--- src/rtl/indicator_led_ctrl.sv ---
// indicator_led_ctrl: status-LED driver for the stopwatch/watch top level.
//   led[3:0]             time-unit / mode pairs, flashed to 4'hF on a switch change
//   led[4+NUM_DIGITS-1:4] one LED per adjustable digit; the selected one blinks
// Optional feature macro: INDICATOR_BLINK_EN. When it is defined, the selected
// digit LED blinks at BLINK_HZ. When it is undefined, that LED is steadily on
// and no prescaler is built.
// The led output is registered. It reflects the inputs sampled at the same edge.
module indicator_led_ctrl #(
  parameter int NUM_DIGITS   = 4,
  parameter int CLK_HZ       = 100_000_000,
  parameter int BLINK_HZ     = 2,
  parameter int FLASH_CYCLES = 50_000_000
) (
  input  logic                    clk,
  input  logic                    rst,
  input  logic                    sec_hour,
  input  logic                    sw_w,
  input  logic [NUM_DIGITS-1:0]   adjust_digit_sel,
  output logic [3+NUM_DIGITS:0]   led
);

  localparam int FLASH_W = (FLASH_CYCLES > 1) ? $clog2(FLASH_CYCLES) : 1;
  localparam logic [FLASH_W-1:0] FLASH_LOAD = FLASH_W'(FLASH_CYCLES - 1);

  typedef enum logic {IDLE, FLASH} state_t;

  state_t                state_q, state_d;
  logic [FLASH_W-1:0]    flash_cnt_q, flash_cnt_d;
  logic                  primed_q;
  logic                  sec_prev_q, sw_prev_q;
  logic [3+NUM_DIGITS:0] led_q, led_d;

  logic                  sw_change;
  logic                  flash_on;
  logic                  blink_on;
  logic                  sel_zero, sel_onehot;
  logic [NUM_DIGITS-1:0] digit_d;

`ifdef INDICATOR_BLINK_EN
  localparam int HALF  = CLK_HZ / (2 * BLINK_HZ);
  localparam int CNT_W = (HALF > 1) ? $clog2(HALF) : 1;
  localparam logic [CNT_W-1:0] CNT_MAX = CNT_W'(HALF - 1);

  logic [CNT_W-1:0]      cnt_q, cnt_d;
  logic                  phase_q, phase_d;
  logic [NUM_DIGITS-1:0] sel_prev_q;

  // Blink prescaler. A new selection restarts the on-phase at once.
  always_comb begin
    cnt_d   = cnt_q + CNT_W'(1);
    phase_d = phase_q;
    if (adjust_digit_sel != sel_prev_q) begin
      cnt_d   = '0;
      phase_d = 1'b1;
    end else if (cnt_q == CNT_MAX) begin
      cnt_d   = '0;
      phase_d = ~phase_q;
    end
  end

  // Prescaler, phase and previous-selection registers.
  always_ff @(posedge clk) begin
    if (!rst) begin
      cnt_q      <= '0;
      phase_q    <= 1'b1;
      sel_prev_q <= '0;
    end else begin
      cnt_q      <= cnt_d;
      phase_q    <= phase_d;
      sel_prev_q <= adjust_digit_sel;
    end
  end

  assign blink_on = phase_d;
`else
  // Without blinking the clock-rate parameters have no effect.
  logic unused_blink_cfg;
  assign unused_blink_cfg = ^{CLK_HZ, BLINK_HZ};
  assign blink_on         = 1'b1;
`endif

  // Flash FSM next state and the complete LED image for this edge.
  always_comb begin
    // NOTE: each signal gets a default first, so every path assigns it and no latch is inferred.
    state_d     = state_q;
    flash_cnt_d = flash_cnt_q;
    flash_on    = 1'b0;
    // A change on both switches in the same cycle is one trigger.
    sw_change   = primed_q && ((sec_hour != sec_prev_q) || (sw_w != sw_prev_q));

    case (state_q)
      IDLE: begin
        if (sw_change) begin
          state_d     = FLASH;
          flash_cnt_d = FLASH_LOAD;
          flash_on    = 1'b1;
        end
      end
      FLASH: begin
        // A change on the terminal cycle retriggers instead of exiting.
        if (sw_change) begin
          flash_cnt_d = FLASH_LOAD;
          flash_on    = 1'b1;
        end else if (flash_cnt_q == '0) begin
          state_d = IDLE;
        end else begin
          flash_cnt_d = flash_cnt_q - FLASH_W'(1);
          flash_on    = 1'b1;
        end
      end
      default: state_d = IDLE;
    endcase

    sel_zero   = (adjust_digit_sel == '0);
    sel_onehot = !sel_zero &&
                 ((adjust_digit_sel & (adjust_digit_sel - NUM_DIGITS'(1))) == '0);
    if (sel_zero)
      digit_d = '0;
    else if (sel_onehot)
      digit_d = blink_on ? adjust_digit_sel : '0;
    else
      digit_d = '1;  // multi-hot select is a fault: light every digit steadily

    led_d = {digit_d, flash_on ? 4'hF : {sw_w, ~sw_w, sec_hour, ~sec_hour}};
  end

  // State, switch history and LED output registers.
  always_ff @(posedge clk) begin
    // NOTE: sequential state uses non-blocking assignments so every register samples pre-edge values.
    if (!rst) begin
      state_q     <= IDLE;
      flash_cnt_q <= '0;
      primed_q    <= 1'b0;
      sec_prev_q  <= 1'b0;
      sw_prev_q   <= 1'b0;
      led_q       <= '0;
    end else begin
      state_q     <= state_d;
      flash_cnt_q <= flash_cnt_d;
      primed_q    <= 1'b1;
      sec_prev_q  <= sec_hour;
      sw_prev_q   <= sw_w;
      led_q       <= led_d;
    end
  end

  assign led = led_q;

endmodule

--- config.mk ---
export PLATFORM = sky130hd
export DESIGN_NAME = indicator_led_ctrl
export DESIGN_NICKNAME = d
export VERILOG_FILES = /design/src/rtl/indicator_led_ctrl.sv
export SDC_FILE = /design/constraint.sdc
export NUM_CORES = 1
export LEC_CHECK = 0
export ABC_AREA = 1
export BUFFER_PORTS_ARGS = -buffer_cell sky130_fd_sc_hd__buf_2
export CORE_ASPECT_RATIO = 1.5
export CORE_MARGIN = 2
export CORE_UTILIZATION = 45
export CTS_CLUSTER_SIZE = 14
export DETAILED_ROUTE_END_ITERATION = 8
export PLACE_DENSITY = 0.71
export SLEW_MARGIN = 30
export SYNTH_ARGS = -nofsm -noshare
export SYNTH_HDL_FRONTEND = slang
export SYNTH_SLANG_ARGS = --single-unit
--- constraint.sdc ---
create_clock -name clk -period 1.8 [get_ports clk]
set_clock_uncertainty 0.05 [all_clocks]
set_input_delay 0.18 -clock clk [delete_from_list [all_inputs] [get_ports clk]]
set_output_delay 0.18 -clock clk [all_outputs]
set_load 0.01 [all_outputs]
==> results of run 1 <==
[where the power goes]
part / total, mW / internal (mW) / switching (mW)
Sequential: 0.993 / 0.918 / 0.0748
Clock: 0.751 / 0.444 / 0.308
Combinational: 0.527 / 0.191 / 0.336
[cells in the mapped netlist, drive strengths merged]
master   n
dfxtp   38
nand2   93
nand3b   2
nor3b    1
nand3   20
xor2     2
o21ai   24
clkbuf   4
o21bai   1
nor3     4
a21oi   20
or2      1
ha       1
a31oi    1
and2     1
nand4    9
clkinv   1
inv     33
nor2    63
buf      3
[registers in the layout, summed over array words and instances (netlist names)]
signal	count
flash_cnt_q	26
led	8
primed_q	1
sec_prev_q	1
state_q	1
sw_prev_q	1
[repair_timing]
action                                  4_1_cts  5_1_grt
pin swaps                                     0        1
resized for setup                             1       13
endpoints found under the setup margin        1       26
[stage by stage]
step | worst slack, ns | instances | cell area [sq um] | power, mW | TNS, ns
after floorplan | 0.135 | 322 | 2130 | 1.36 | 0
after global placement | 0.0200 | 407 | 2340 | 1.50 | 0
after detailed placement | -0.0309 | 407 | 2340 | 1.51 | -0.0309
after CTS | 0.00843 | 414 | 2460 | 2.26 | 0
after global routing | 0.0243 | 414 | 2500 | 2.38 | 0
final | 0.112 | 414 | 2500 | 2.27 | 0
[final cells by class]
| type | instances | area, sq um |
|---|---|---|
| Clock buffer | 6 | 82.6 |
| Clock inverter | 1 | 30.0 |
| Fill cell | 468 | 2040 |
| Inverter | 34 | 128 |
| Multi-Input combinational cell | 243 | 1250 |
| Sequential cell | 38 | 761 |
| Tap cell | 64 | 80.1 |
| Timing Repair Buffer | 28 | 173 |
[worst max-delay path: stages, from the launching register on]
cell     delay, ns
dfxtp_1       0.37
nor2_2        0.14
nand2_1       0.10
nor2_1        0.19
nand2_2       0.12
nor2_8        0.12
nand2_4       0.08
buf_4         0.18
nand3_1       0.07
nand2_1       0.05
nand2_1       0.05
nor2_1        0.04
[cell families after synthesis]
kind of cell / Yosys count / share of synthesized area (%)
simple gates: 194 / 42.6
xor+xnor: 2 / 0.821
fa+ha+maj: 1 / 0.586
compound gates: 46 / 12.2
buf+inv: 41 / 8.15
flops: 38 / 35.7
[metal layers]
metal	up-vias	track usage, %	share of wire, %
li1	1079	-	-
met3	18	5.12	5.2
met2	62	41.8	54
met1	989	23.5	37
met5	-	0	0
met4	0	16.0	4.2
[cell usage in the layout, fill, tap and decap left out]
cell | synthesis | final
o21ai_0 | 13 | 13
and2_1 | 1 | 1
nand2_1 | 84 | 82
nor3_1 | 4 | 4
nand3_1 | 20 | 20
xor2_1 | 2 | 2
clkinv_1 | 1 | 1
nand4_1 | 9 | 9
nand3b_1 | 2 | 2
nand2_2 | 4 | 6
o21bai_1 | 1 | 1
o21ai_4 | 0 | 1
a21oi_4 | 1 | 1
o21ai_2 | 3 | 2
a21oi_2 | 1 | 1
nand2_8 | 0 | 1
nor2_1 | 56 | 52
nor2_2 | 3 | 7
a31oi_1 | 1 | 1
nor2_8 | 3 | 3
clkbuf_8 | 0 | 6
buf_2 | 1 | 15
ha_4 | 0 | 1
o21ai_1 | 8 | 8
a21oi_1 | 18 | 18
buf_4 | 0 | 13
inv_2 | 0 | 3
inv_1 | 33 | 30
nor2_4 | 1 | 1
bufinv_16 | 0 | 1
dfxtp_1 | 38 | 38
or2_2 | 1 | 1
nand2_4 | 5 | 4
nor3b_2 | 0 | 1
[path summary, 6_finish.rpt]
kind / start / end / slack (ns)
worst max register to register: flash_cnt_q[17]$_SDFFE_PN0P_ / flash_cnt_q[11]$_SDFFE_PN0P_ / 0.11
worst min register to register: flash_cnt_q[1]$_SDFFE_PN0P_ / flash_cnt_q[1]$_SDFFE_PN0P_ / 0.45
worst min-delay path: sw_w / led[2]$_SDFF_PN0_ / 0.05
worst max-delay path: flash_cnt_q[17]$_SDFFE_PN0P_ / flash_cnt_q[11]$_SDFFE_PN0P_ / 0.11
==> results.yml, run 1 <==
route:
  postRouteAntennaNets: 0
  viasPerCell: 5.19
  drc: 0
  vias: 2148
  finalWirelength_um: 5530
  wl_per_cell_um: 13.3
  first_iter_violations: 78
  dr.pass1.iters: 4
clock_network:
  clock_latency_ns: 0.30
  path_clk_slew_ns: 0.08
  cts_hold_buf: 0
  clock_sinks: 38
  post_cts_buffers: 0
  cts_tree: "done"
  numCtsBuffers: 5
  cts_buffer_depth: 2
  cts-htree-levels: 2
  cts_root_buffer: "clkbuf_8"
die:
  start_util_pct: 47.0
  die_w_um: 60.2
  core_area_sq_mm: 0.00454
  die_area_sq_mm: 0.00532
  chipHeight_um: 88.3
  ios: 16
  fp-row-count: 30
logic_synthesis:
  synth_area_sq_mm: 0.00213
  ys_warn_count: 0
  synth-seq-cells: 38
  netlist.area_leader.share_pct: 35.7
  ys_seq_area_share_pct: 35.7
  yosys.area.top_type: "dfxtp_1"
  synth_cells: 322
  synth_area_per_cell_sq_um: 6.63
  ys_types: 31
  synth_area_leaders: "dfxtp_1, nand2_1, nor2_1"
  syn-num-nets: 331
global_route:
  grt_max_degree: 26
  overflow: 0
  grt_use_total_pct: 23.5
  grt_pass1_wl_um: 9230
  antenna_found_initial: 0
  grt_pass1_vias: 2038
setup_path:
  arrival_ns: 1.83
  worst_setup_path_end_kind: "flip-flop"
  worstRegToRegCells: 11
  worstPathRequired_ns: 1.94
  crit_fanout: 9
  path_class: "flip-flop to flip-flop"
  start_kind: "flip-flop"
layout:
  nets: 359
  utilization_pct: 55.1
  antenna_cells: 0
  area_growth_pct: 17.2
  layout-drive-gt1-share_pct: 19.4
worst_hold_path:
  min_path_type: "input pin to flip-flop"
  whs_path_depth: 2
sta:
  final_max_slew_viol_count: 0
  worst_pin_slew_ns: 0.437
  rsz0062_at_grt: "no"
  period_minus_slack_ns: 1.69
  setup_violations: 0
  fmax_mhz: 593
  post-route-period-util_pct: 93.8
  hold-worst-slack_ns: 0.0523
  max-slew-margin-rel_pct: 70.8
  hold_viol: 0
status:
  status: "completed"
pwr:
  p_per_area_mw_per_mm2: 908
  irDropWorstVdd_mv: 0.394
  p_leak_nw: 1.20
placement:
  port_buffers: 15
  place_congestion: 0.985
  hpwlAfterDp_um: 4150
flow_run:
  max-cap-violations: 0
Note: power is estimated with default switching activity, not from simulation.
==> run 2: changes to the inputs <==
--- a/config.mk
+++ b/config.mk
@@ -8,10 +8,11 @@
 export ABC_AREA = 1
 export BUFFER_PORTS_ARGS = -buffer_cell sky130_fd_sc_hd__buf_2
 export CORE_ASPECT_RATIO = 1.5
-export CORE_MARGIN = 2
+export CORE_MARGIN = 10
 export CORE_UTILIZATION = 45
 export CTS_CLUSTER_SIZE = 14
 export DETAILED_ROUTE_END_ITERATION = 8
+export GPL_TIMING_DRIVEN = 0
 export PLACE_DENSITY = 0.71
 export SLEW_MARGIN = 30
 export SYNTH_ARGS = -nofsm -noshare
==> results.yml, run 2 (synthesized netlist as in run 1, its figures left out) <==
status:
  status: "completed"
layout:
  layout_commonest_cell: "nand2_1"
  antenna_cells: 0
  area_growth_pct: 17.7
  fill_cells: 449
  largest_reg_flops: 26
  layout-drive-gt1-share_pct: 19.1
  stdcell_count: 414
  largest-register: "flash_cnt_q"
  nets: 358
  final_cell_mix: "nand2_1, nor2_1, dfxtp_1"
  design_area_sq_mm: 0.00251
setup_path:
  path_class: "flip-flop to flip-flop"
  worstPathRequired_ns: 1.94
  worst_setup_path_end_kind: "flip-flop"
  worstRegToRegCells: 11
  crit_path_top_delay_cell: "dfxtp_1"
  crit_buf_inv: 1
  cpMostUsedCell: "nor2_8"
  worst-r2r-setup-slack_ns: 0.09
  path_depth: 11
  reg2reg_from: "flash_cnt_q[7]$_SDFFE_PN0P_"
  arrival_ns: 1.86
  r2r_end: "flash_cnt_q[12]$_SDFFE_PN0P_"
  critical-path-top-delay-family: "simple AND/OR/NAND/NOR gates"
  crit_fanout: 10
  start_kind: "flip-flop"
  slowest_delay_ns: 0.36
  cp_cell_sequence: "nor2_2 -> nand2_2 -> nor2_8 -> nand2_4 -> nor2_8 -> nand2_8 -> nand2_4 -> buf_12 -> nor2_8 -> nand2_1 -> o21ai_1"
die:
  chipHeight_um: 104
  die_area_sq_mm: 0.00795
  ios: 16
  core_area_sq_mm: 0.00454
  fp-row-count: 30
  start_util_pct: 47.0
  die_w_um: 76.2
worst_hold_path:
  hp-start: "sec_hour"
  hold_end: "led[0]$_SDFF_PN0_"
  whs_path_depth: 2
  min_path_type: "input pin to flip-flop"
route:
  wl_met2_um: 2770
  topRoutingLayerUsed: "met4"
  wl_per_cell_um: 13.1
  wl_met1_um: 2230
  dr.pass1.iters: 4
  viasPerCell: 5.11
  vias: 2116
  postRouteAntennaNets: 0
  drc: 0
  finalWirelength_um: 5410
  met3WireLength_um: 242
  first_iter_violations: 163
clock_network:
  path_clk_slew_ns: 0.08
  clock_latency_ns: 0.30
  cts-htree-levels: 2
  clock_sinks: 38
  cts_root_buffer: "clkbuf_8"
  numCtsBuffers: 5
  cts_tree: "done"
  cts_buffer_depth: 2
pwr:
  p_seq_share_pct: 46.2
  p_leak_nw: 1.17
  combPwrFrac_pct: 24.6
  pwr-share-clk_pct: 29.2
  p_int_mw: 1.42
  swShare_pct: 34.0
  irDropWorstVdd_mv: 0.323
  p_per_area_mw_per_mm2: 858
  p_sw_uw: 733
placement:
  port_buffers: 15
  hpwlAfterDp_um: 3970
  dp.cells: 401
  pre_cts_ws_ns: -0.135
  place_congestion: 0.913
  postPlaceCellArea_sq_mm: 0.00229
global_route:
  grt_max_degree: 13
  grt_pass1_wl_um: 9280
  antenna_found_initial: 0
  grt_use_total_pct: 13.8
  overflow: 0
  grt_pass1_vias: 2019
sta:
  hold-worst-slack_ns: 0.0471
  period_minus_slack_ns: 1.71
  fin_tns_setup_ns: 0
  hold_viol: 0
  final_max_slew_viol_count: 0
  max-slew-margin-rel_pct: 67.8
  worst_slack_ns: 0.0878
  worst_pin_slew_ns: 0.480
  post-route-period-util_pct: 95.1
  fmax_mhz: 584
  rsz0062_at_grt: "yes"
  setup_violations: 0
flow_run:
  max-cap-violations: 0
run 2: metal layers:
metal	vias to the layer above	GRT usage (%)
li1	1083	-
met1	969	14.8
met2	51	24.5
met3	13	2.68
met4	0	7.33
met5	-	0
run 2: timing repair:
| item | in CTS | in global routing |
|---|---|---|
| setup endpoints to repair | 25 | 28 |
| pin swaps | 2 | 3 |
| buffers inserted | 1 | 3 |
| endpoints found under the hold margin | 1 | 0 |
| hold buffers | 1 | 0 |
| gates resized for setup | 4 | 22 |
run 2: how the worst max path moves through the flow:
| stage | end | from |
|---|---|---|
| after floorplan | flash_cnt_q[12]$_SDFFE_PN0P_ | flash_cnt_q[0]$_SDFFE_PN0P_ |
| after global placement | flash_cnt_q[6]$_SDFFE_PN0P_ | flash_cnt_q[0]$_SDFFE_PN0P_ |
| after detailed placement | flash_cnt_q[23]$_SDFFE_PN0P_ | flash_cnt_q[0]$_SDFFE_PN0P_ |
| after CTS | flash_cnt_q[6]$_SDFFE_PN0P_ | flash_cnt_q[1]$_SDFFE_PN0P_ |
| after global routing | flash_cnt_q[13]$_SDFFE_PN0P_ | sec_prev_q$_SDFF_PN0_ |
| final | flash_cnt_q[12]$_SDFFE_PN0P_ | flash_cnt_q[7]$_SDFFE_PN0P_ |
run 2: through the flow:
step / utilization, % / power [mW]
6_report: 55.3 / 2.16
5_1_grt: 55.3 / 2.29
4_1_cts: 53.2 / 2.12
3_5_place_dp: 50.4 / 1.49
3_3_place_gp: 50.4 / 1.47
2_1_floorplan: - / 1.36
run 2: power groups by stage:
stage	combinational, mW	clock (mW)	sequential [mW]
floorplan	0.365	0	0.994
global placement	0.474	0	1.00
detailed placement	0.484	0	1.00
CTS	0.499	0.640	0.984
global route	0.598	0.687	1.01
finish	0.531	0.629	0.996
run 2: cell type report:
cell class                 instances  area (sq um)  share of cell area (%)
timing repair buffer              20           115                    4.58
clock inverter                     2          12.5                   0.498
tap                               64          80.1                    3.19
sequential                        38           764                    30.4
multi-input combinational        243          1280                    50.8
clock buffer                       6          82.6                    3.29
inverter                          34           128                    5.08
buffer                             7          52.6                    2.09
